[src/rtl/serial_adder_pkg.sv]
// Shared definitions for the bit-serial adder: default width, FSM encoding
// and the bit-counter sizing rule.
package serial_adder_pkg;

    localparam int DEFAULT_WIDTH = 8;

    typedef enum logic [1:0] {
        IDLE = 2'd0,
        RUN  = 2'd1,
        DONE = 2'd2
    } state_e;

    // One spare bit so the counter can reach WIDTH without wrapping.
    function automatic int cnt_width(input int width);
        return $clog2(width) + 1;
    endfunction

endpackage

[src/rtl/serial_adder_full_adder.sv]
// One-bit full adder assembled from two half adders and an OR gate,
// used as the datapath slice of the serial adder.
module half_adder (
    input  logic a,
    input  logic b,
    output logic s,
    output logic c
);
    assign s = a ^ b;
    assign c = a & b;
endmodule

module or_gate (
    input  logic a,
    input  logic b,
    output logic y
);
    assign y = a | b;
endmodule

module full_adder (
    input  logic a,
    input  logic b,
    input  logic c_in,
    output logic c_out,
    output logic s
);
    logic s0;
    logic c0;
    logic c1;

    half_adder u_ha0 (.a(a),  .b(b),    .s(s0), .c(c0));
    half_adder u_ha1 (.a(s0), .b(c_in), .s(s),  .c(c1));
    or_gate    u_or  (.a(c0), .b(c1),   .y(c_out));
endmodule

[src/rtl/serial_adder.sv]
// Bit-serial adder: captures a and b, adds one bit per cycle LSB first, and
// publishes {c_out, sum} with a one-cycle done pulse.
module serial_adder
    import serial_adder_pkg::*;
#(
    parameter int WIDTH = DEFAULT_WIDTH
) (
    input  logic             clk,
    input  logic             reset,
    input  logic             start,
    input  logic [WIDTH-1:0] a,
    input  logic [WIDTH-1:0] b,
    output logic             busy,
    output logic             done,
    output logic [WIDTH-1:0] sum,
    output logic             c_out
);

    localparam int             CW       = cnt_width(WIDTH);
    localparam logic [CW-1:0]  LAST_BIT = CW'(WIDTH - 1);

    state_e             state_q,   state_d;
    logic [WIDTH-1:0]   a_sh_q,    a_sh_d;
    logic [WIDTH-1:0]   b_sh_q,    b_sh_d;
    logic [WIDTH-1:0]   sum_sh_q,  sum_sh_d;
    logic [WIDTH-1:0]   sum_q,     sum_d;
    logic [CW-1:0]      cnt_q,     cnt_d;
    logic               carry_q,   carry_d;
    logic               c_out_q,   c_out_d;
    logic               busy_q,    busy_d;
    logic               done_q,    done_d;

    logic fa_s;
    logic fa_c;

    full_adder u_fa (
        .a     (a_sh_q[0]),
        .b     (b_sh_q[0]),
        .c_in  (carry_q),
        .c_out (fa_c),
        .s     (fa_s)
    );

    // NOTE: every next-state signal takes its held value first, so no path
    // through the case below can leave one unassigned and infer a latch.
    always_comb begin
        state_d  = state_q;
        a_sh_d   = a_sh_q;
        b_sh_d   = b_sh_q;
        sum_sh_d = sum_sh_q;
        sum_d    = sum_q;
        cnt_d    = cnt_q;
        carry_d  = carry_q;
        c_out_d  = c_out_q;

        unique case (state_q)
            IDLE: begin
                if (start) begin
                    a_sh_d  = a;
                    b_sh_d  = b;
                    carry_d = 1'b0;
                    cnt_d   = '0;
                    state_d = RUN;
                end
            end
            RUN: begin
                a_sh_d   = a_sh_q >> 1;
                b_sh_d   = b_sh_q >> 1;
                sum_sh_d = (sum_sh_q >> 1) | {fa_s, {(WIDTH-1){1'b0}}};
                carry_d  = fa_c;
                cnt_d    = cnt_q + CW'(1);
                // The final bit lands in the result registers on the same edge.
                if (cnt_q == LAST_BIT) begin
                    sum_d   = sum_sh_d;
                    c_out_d = fa_c;
                    state_d = DONE;
                end
            end
            DONE:    state_d = IDLE;
            default: state_d = IDLE;
        endcase

        busy_d = (state_d != IDLE);
        done_d = (state_d == DONE);
    end

    // NOTE: sequential state uses non-blocking assignments only, so every
    // register samples its _d value from before this edge.
    always_ff @(posedge clk) begin
        if (reset) begin
            state_q  <= IDLE;
            a_sh_q   <= '0;
            b_sh_q   <= '0;
            sum_sh_q <= '0;
            sum_q    <= '0;
            cnt_q    <= '0;
            carry_q  <= 1'b0;
            c_out_q  <= 1'b0;
            busy_q   <= 1'b0;
            done_q   <= 1'b0;
        end else begin
            state_q  <= state_d;
            a_sh_q   <= a_sh_d;
            b_sh_q   <= b_sh_d;
            sum_sh_q <= sum_sh_d;
            sum_q    <= sum_d;
            cnt_q    <= cnt_d;
            carry_q  <= carry_d;
            c_out_q  <= c_out_d;
            busy_q   <= busy_d;
            done_q   <= done_d;
        end
    end

    assign busy  = busy_q;
    assign done  = done_q;
    assign sum   = sum_q;
    assign c_out = c_out_q;

endmodule
[config.mk]
export PLATFORM = sky130hd
export DESIGN_NAME = serial_adder
export DESIGN_NICKNAME = d
export VERILOG_FILES = /design/src/rtl/serial_adder_pkg.sv /design/src/rtl/serial_adder_full_adder.sv /design/src/rtl/serial_adder.sv
export SDC_FILE = /design/constraint.sdc
export NUM_CORES = 1
export LEC_CHECK = 0
export ABC_AREA = 0
export CORE_UTILIZATION = 50
export CTS_CLUSTER_DIAMETER = 200
export DETAILED_ROUTE_END_ITERATION = 7
export DONT_BUFFER_PORTS = 1
export PLACE_DENSITY_LB_ADDON = 0.12
export REMOVE_ABC_BUFFERS = 1
export SETUP_SLACK_MARGIN = 0.15
export SLEW_MARGIN = 30
export SYNTH_ARGS = -nofsm -noshare
export SYNTH_HDL_FRONTEND = slang
export SYNTH_SLANG_ARGS = --single-unit
[constraint.sdc]
create_clock -name clk -period 3 [get_ports clk]
set_input_delay 0.6 -clock clk [delete_from_list [all_inputs] [get_ports clk]]
set_output_delay 0.6 -clock clk [all_outputs]
set_load 0.005 [all_outputs]
* Word-level counts from Yosys, hierarchy flattened
Index checks and enable logic that the tools add are counted.
** Word-level totals
- Register bits after elaboration :: 42
- Input bits :: 19
- Output and inout bits :: 11
** Cells by class
- Add/sub/neg operators :: 1
- Equality and inequality tests :: 4
- Multiplexer cells :: 11
- Bitwise gates (word level) :: 6
- Reduce and logical (&&, ||, !) cells :: 5
** Operator list (count)
- 8-bit case mux with 2 select lines :: 2
- 8-bit 2-to-1 mux :: 2
- 7-bit by 8-bit OR with 8-bit output :: 1
- 4-bit case mux with 2 select lines :: 1
- 4-bit by 1-bit adder with 4-bit output (second input constant) :: 1
- 4-bit by 3-bit equality test with 1-bit output (second input constant) :: 1
- 2-bit 2-to-1 mux :: 2
- 4-bit 2-to-1 mux :: 1
- 2-bit case mux with 2 select lines :: 1
- 2-bit AND reduction :: 2
- 2-bit nonzero test :: 2
- 1-bit bitwise AND :: 2
- 2-bit by 1-bit equality test with 1-bit output (second input constant) :: 1
- 2-bit equality test (second input constant) :: 1
- 2-bit logical NOT :: 1
- 2-bit inequality test (second input constant) :: 1
- 1-bit case mux with 2 select lines :: 1
- 1-bit XOR :: 2
- 1-bit 2-to-1 mux :: 1
- 1-bit OR :: 1

* Depth between registers and ports, before layout
Gate-level depths: netlist (run 1).
- Word-level depth :: 4
- Depth in mapped cells :: 5
- Gate-level depth less buffers :: 4

* Modules after synthesis
A second synthesis (run 1) with hierarchy kept.
** Second synthesis, totals
- Cell total of the unflattened synthesis :: 181
- Area total of the unflattened synthesis :: 1715.4 sq um
** Modules (own cells, without submodules)
- serial_adder :: times used 1, cells an instance 178, area an instance 1684.1 sq um, seq. area each 820.8 sq um
- half_adder :: times used 2, cells an instance 1, area an instance 12.5 sq um, seq. area each 0.0 sq um
- or_gate :: times used 1, cells an instance 1, area an instance 6.3 sq um, seq. area each 0.0 sq um

* Least setup slack after synthesis (run 1)
No wires, ideal clock.
- Path type :: input-to-reg
- Start point :: input reset
- End point :: register a_sh_q[0]
- Library setup time :: 0.138 ns
- Arrival time :: 1.136 ns
- Slack :: 1.726 ns
- Cell stages on the path :: 3
- Buffers on the path :: 2
- Cell sequence :: clkbuf_1 -> clkbuf_1 -> a211oi_1
** RTL lines
- from (decl) :: line serial_adder.sv:9 : input logic reset,
- to (signal assigned) :: line serial_adder.sv:103 : a_sh_q <= a_sh_d;
- to (decl) :: line serial_adder.sv:23 : logic [WIDTH-1:0] a_sh_q, a_sh_d;
No word-level cell between the ends.

* Worst setup path in the final report (run 1)
- Start point :: register state_q[0]
- End point :: register sum_q[5], in the netlist sum[5]
** Between the ends
- Cells in the longest elaborated chain, start to end :: 2
** RTL lines
- from (decl) :: line serial_adder.sv:22 : state_e state_q, state_d;
- from (signal assigned) :: line serial_adder.sv:102 : state_q <= state_d;
- 2-bit by 1-bit equality test with 1-bit output :: line serial_adder.sv:56 : unique case (state_q)
- 2-bit AND reduction (no line)
- to (signal assigned) :: line serial_adder.sv:106 : sum_q <= sum_d;
- to (decl) :: line serial_adder.sv:26 : logic [WIDTH-1:0] sum_q, sum_d;
No other way between the ends.
A chain may end at the register's enable or synchronous reset.

==> results.tsv, run 1 <==
metric	value	unit
status	finished, final reports clean	
RR Startpoint	state_q[0]	
die width	59.15	um
DRC errors left	0	
DR iter-0 viols	42	
Area Overhead vs Synth	4.904	%
Final Wtd Congestion	0.7049	
Congestion Overflow GR	0	
CTS max path bufs	2	
DR vias/cell	5.573	
HPWL after DPL	1888	um
vias in the first global route	1106	
H-tree levels	2	
# diodes	0	
CTS tree	done	
switching pwr	0.2232	mW
DRT Wirelength	2891	um
Final Hold Viols	0	
port buffer count	0	
startpoint types	register	
Setup crit start	state_q[0]	
Nets	194	
clock skew	11.25	ps
fin crit period	1512	ps
Setup CP Type	reg2reg	
RSZ-0062 raised after global routing	false	
Int Pwr	0.7361	mW
Starting Density	53.05	%
Max IR drop VDD	0.3286	mV
CP arrival	1800	ps
worst hold path type	in2reg	
Sw Ratio	23.27	%
Die Y	59.15	um
Post-CTS Hold Fix Bufs	0	
CTS buffer count	5	
clock sinks	41	
largest net degree at the start of global routing	50	
Setup WS pre-CTS	1497	ps
Placeable Area	3078	um^2
I/O pin cnt	30	
CP Capture Type	register	
Crit path required time	3280	ps
Max Clock Freq	0.6614	GHz
leakage	0.5867	nW
Max Slew Vio Count	0	
DR pass1 iterations	6	
CTS clk-pin slew, worst paths	120	ps
Worst Tran Pin Value	718.5	ps
Mapped Area	1633	um^2
Setup Buffers After CTS	0	
fin util	55.65	%
final setup margin	1488	ps
CTS resizes	0	
Synth cell types	27	
sequential element share of the synthesized area	50.27	%
initial antenna violation count	0	
period utilization	50.40	%
worst-case reg-to-reg path depth	4	
register bit total from synthesis	41	
sequential power share	60.7	%
YS warnings	0	
r2r endpoint	sum[5]	
setup slack, reg-to-reg	1490	ps
clock share of power	32.0	%
placement row count	20	
Syn Inst Count	177	
end of the critical path	sum[5]	
pwr/cell area	560.0	nW/um^2
Root Driver	clkbuf_4	
Syn Area/Cell	9.225	um^2
Tot GR Track Use	19.25	%
wire length per cell	13.26	um
Crit Path Max Fanout	11	
WHS	300.5	ps
Gate power share	7.3	%
final setup vio count	0	
die area	3498	um^2
routed via count	1215	
Routed Antenna Nets	0	
max-cap violation count	0	
clk_lat worst skew	350	ps
fraction of layout cells with a size suffix above 1	6.322	%
Setup TNS	0	ps
Power Total	0.9593	mW
slew margin rel.	52.00	%
first-pass GRT wire length	4885	um
-- state kept, by name, summed over array words and instances, names as in the netlist --
register	count
c_out	1
carry_q	1
sum	8
cnt_q	4
state_q	2
b_sh_q	8
busy	1
a_sh_q	8
sum_sh_q	7
done	1
-- power groups by stage --
stage / sequential, mW / clock, mW / combinational (mW)
2_1_floorplan: 0.591 / 0 / 0.0590
3_5_place_dp: 0.595 / 0 / 0.0709
3_3_place_gp: 0.594 / 0 / 0.0689
5_1_grt: 0.586 / 0.346 / 0.0801
4_1_cts: 0.583 / 0.320 / 0.0708
6_report: 0.582 / 0.307 / 0.0702
-- critical path, stage by stage, from the launching register on --
cell and delay [ps]:
dfxtp_1 470, nand2b_1 280, nor3_1 250, buf_4 230, mux2i_1 200
-- cell usage in the layout (no fill, tap or decap) --
cell	count
o21ba_2	1
a22oi_1	4
clkinv_2	1
o31a_1	1
inv_1	1
o22ai_1	14
nand3_1	2
o211a_1	1
buf_4	1
a31oi_1	1
nor3b_1	1
mux2i_1	10
nand2b_1	20
nand2_1	16
a21oi_1	8
dfxtp_1	41
nor3_1	2
o21bai_1	1
inv_2	1
ha_1	1
nor2_1	20
nor4_1	2
or4_1	1
nor2b_1	1
clkbuf_8	2
a211oi_1	14
fa_1	1
clkbuf_4	5
-- layer usage --
| layer | global-route usage (%) | wire length [um] | share of wire [%] | up-vias |
|---|---|---|---|---|
| met3 | 8.515 | 198 | 6.8 | 8 |
| met1 | 21.64 | 1330 | 46 | 554 |
| met4 | 10.20 | 76 | 2.6 | 0 |
| li1 | - | - | - | 620 |
| met2 | 30.68 | 1284 | 44 | 33 |
| met5 | 0 | 0 | 0 | - |
-- synthesized netlist by cell type (all sizes together) --
master  instances  area share (%)
inv             2            0.46
nand2          16             3.7
nand3           2            0.61
o21ba           1            0.61
o21bai          1            0.46
ha              1            0.77
o211a           1            0.61
nor2           20             4.6
buf             4             1.4
clkbuf          8             1.8
dfxtp          41              50
nor3b           1            0.46
nor2b           1            0.38
a211oi         14             6.4
mux2i          10             6.1
a22oi           4             1.8
nor3            2            0.61
fa              1             1.2
o22ai          14             5.4
nand2b         20             7.7
or4             1            0.46
nor4            2            0.77
o31a            1            0.54
a21oi           8             2.5
a31oi           1            0.38
-- metrics by stage --
stage                     area, um^2  instances
after floorplan                 1580        165
final                           1713        218
after detailed placement        1643        210
after global placement          1643        210
after global routing            1713        218
after CTS                       1713        218
-- cells by family (layout without fill, tap and decap cells) --
family	Yosys count	after routing	synth area share [%]
flip-flops	41	41	50.27
AND/OR/NAND/NOR	65	65	19.23
adder cells (fa/ha/maj)	2	2	1.992
multiplexers	10	10	6.131
AO/OA/AOI/OAI	45	45	18.70
buffers and inverters	14	11	3.678
-- layout make-up --
| cell class | instances | area, um^2 |
|---|---|---|
| clock inverter | 1 | 5.005 |
| sequential | 41 | 820.8 |
| clock buffer | 7 | 65.06 |
| inverter | 2 | 7.507 |
| timing repair buffer | 1 | 7.507 |
| fill | 293 | 1365 |
| multi-input combinational | 122 | 752.0 |
| tap | 44 | 55.05 |
-- worst min-delay path by stage --
stage                       end  cells after the start  slack [ps]        start
finish              sum_sh_q[4]                      1         300        reset
detailed placement  sum_sh_q[1]                      2         440  sum_sh_q[1]
floorplan           sum_sh_q[1]                      2         430  sum_sh_q[1]
global placement    sum_sh_q[1]                      2         440  sum_sh_q[1]
global route        sum_sh_q[3]                      1         260        reset
CTS                 sum_sh_q[4]                      1         280        reset
Note: power is estimated with default switching activity, not from simulation.
==> inputs of run 2 (changes only) <==
==> constraint.sdc (replaced) <==
create_clock -name clk -period 1.22 [get_ports clk]
set_input_delay 0.244 -clock clk [delete_from_list [all_inputs] [get_ports clk]]
set_output_delay 0.244 -clock clk [all_outputs]
set_load 0.005 [all_outputs]
==> run 2 against run 1 <==
Against the previous run: clock skew fell by 6.5 ps; sequential power rose to 2.5 times the previous value; flip-flop and latch count did not move; fmax rose by 22%; clock-buffer cell count did not move; the run now ends with hold timing, setup timing left; power rose to 2.7 times the previous value; clock power rose by 120%; register-to-register slack got worse by 1500 ps; critical path depth fell by 1; final area rose by 36%; core utilization rose by 20 points; global-route usage rose by 4.9 points.
==> results.tsv, run 2 (same netlist as run 1, synthesis figures left out) <==
metric	value	unit	change
status	finished with violations		was finished, final reports clean
failing checks	hold timing, setup timing		
DR iter-0 viols	59		was 42
Final Hold Viols	31		was 0
final setup vio count	1		was 0
final setup margin	-16.85	ps	was 1488 ps
vias in the first global route	1331		was 1106
Starting Density	53.05	%	unchanged
grt peak-use layer	met2		unchanged
DR vias/cell	5.882		was 5.573
worst hold path type	in2reg		unchanged
Congestion Overflow GR	0		unchanged
clk_lat worst skew	340	ps	was 350 ps
most common cell after layout, fill and taps aside	dfxtp_1		unchanged
initial antenna violation count	0		unchanged
Die Y	59.15	um	unchanged
FILL cells	203		was 293
# diodes	0		unchanged
Root Driver	clkbuf_4		unchanged
RSZ-0062 raised after global routing	true		was false
GR Util met1	29.14	%	was 21.64%
Max IR drop VDD	0.8329	mV	was 0.3286 mV
final instance area	2332	um^2	was 1713 um^2
DR pass1 iterations	4		was 6
wire length per cell	17.20	um	was 13.26 um
CTS clk-pin slew, worst paths	110	ps	was 120 ps
Sequential Area	837.1	um^2	was 820.8 um^2
Crit Path Max Fanout	8		was 11
I/O pin cnt	30		unchanged
DRT Wirelength	4077	um	was 2891 um
clock sinks	41		unchanged
routed via count	1394		was 1215
CTS max path bufs	2		unchanged
Placeable Area	3078	um^2	unchanged
WHS	-54.38	ps	was 300.5 ps
Final Wtd Congestion	0.7308		was 0.7049
Max Clock Freq	0.8085	GHz	was 0.6614 GHz
GR Util met2	40.91	%	was 30.68%
Max Slew Vio Count	0		unchanged
max-cap violation count	0		unchanged
Setup CP Type	reg2reg		unchanged
CTS tree	done		unchanged
largest net degree at the start of global routing	50		unchanged
commonest cells after routing, fill and taps aside	dfxtp_1 (34), nand2b_1 (18), a211oi_2 (14), nand2_1 (14), nor2_1 (11)		was dfxtp_1 (41), nor2_1 (20), nand2b_1 (20)
met3 usage	7.205	%	was 8.515%
startpoint types	register		unchanged
CP Capture Type	register		unchanged
first-pass GRT wire length	6230	um	was 4885 um
placed cell area	1743	um^2	was 1643 um^2
period utilization	101.4	%	was 50.40%
Nets	214		was 194
leakage	0.7888	nW	was 0.5867 nW
HPWL after DPL	2006	um	was 1888 um
die width	59.15	um	unchanged
clock skew	4.725	ps	was 11.25 ps
port buffer count	0		unchanged
Worst Tran Pin Value	299.2	ps	was 718.5 ps
area of the multi-input gates	1105	um^2	was 752.0 um^2
fin crit period	1237	ps	was 1512 ps
H-tree levels	2		unchanged
CP arrival	1520	ps	was 1800 ps
fraction of layout cells with a size suffix above 1	44.04	%	was 6.322%
die area	3498	um^2	unchanged
Area Overhead vs Synth	42.84	%	was 4.904%
Crit path required time	1500	ps	was 3280 ps
DRC errors left	0		unchanged
placement row count	20		unchanged
CTS buffer count	5		unchanged
fin util	75.77	%	was 55.65%
Routed Antenna Nets	0		unchanged
slew margin rel.	79.87	%	was 52.00%
Tot GR Track Use	24.19	%	was 19.25%
pwr/cell area	1097	nW/um^2	was 560.0 nW/um^2
==> run 2: final cells by class <==
cell class / instances / area share (%)
Clock buffer: 7 / 2.361
Multi-Input combinational cell: 122 / 47.37
Timing Repair Buffer: 20 / 11.21
Sequential cell: 41 / 35.89
Timing Repair inverter: 1 / 0.3219
Tap cell: 44 / 2.361
Inverter: 2 / 0.4828
==> run 2: routing by layer <==
layer | wire length [um] | vias to the layer above | part of all wire (%)
met5 | 0 | - | 0
met4 | 65 | 0 | 1.6
met3 | 183 | 6 | 4.5
met2 | 2117 | 36 | 52
met1 | 1709 | 683 | 42
li1 | - | 669 | -
==> run 2: where the power goes <==
| part | internal (mW) | switching, mW | total (mW) |
|---|---|---|---|
| Combinational | 0.232 | 0.179 | 0.411 |
| Sequential | 1.39 | 0.0664 | 1.46 |
| Clock | 0.273 | 0.416 | 0.688 |
==> run 2: worst paths after layout <==
| path | start | endpoint | slack, ps | cells after the start |
|---|---|---|---|---|
| max | state_q[0] | cnt_q[3] | -20 | 3 |
| min | reset | sum_sh_q[4] | -50 | 1 |
| max reg2reg | state_q[0] | cnt_q[3] | -20 | 3 |
| min reg2reg | sum_sh_q[1] | sum_sh_q[1] | 470 | 2 |
==> run 2: worst max-delay path, cell delays in order (launching register included) <==
cell and delay [ps]:
dfxtp_4 450, inv_2 70, or4_1 510, a31oi_1 140
==> run 2: per-stage QoR <==
step                total power [mW]  TNS, ps  setup WS [ps]  instances
floorplan                      1.599    -6600         -733.0        165
global placement               1.670        0          48.15        220
detailed placement             1.679   -44.87         -22.15        220
CTS                            2.493   -4.225         -4.225        235
global route                   2.666   -255.8         -58.82        237
finish                         2.559   -16.85         -16.85        237
==> run 2: what timing repair did <==
item                       in CTS  in global routing
setup endpoints to repair      40                 40
hold endpoints to repair       31                 31
gates cloned                    5                  0
setup buffers                   3                  2
pin swaps                      26                 13
resized for setup              71                 25
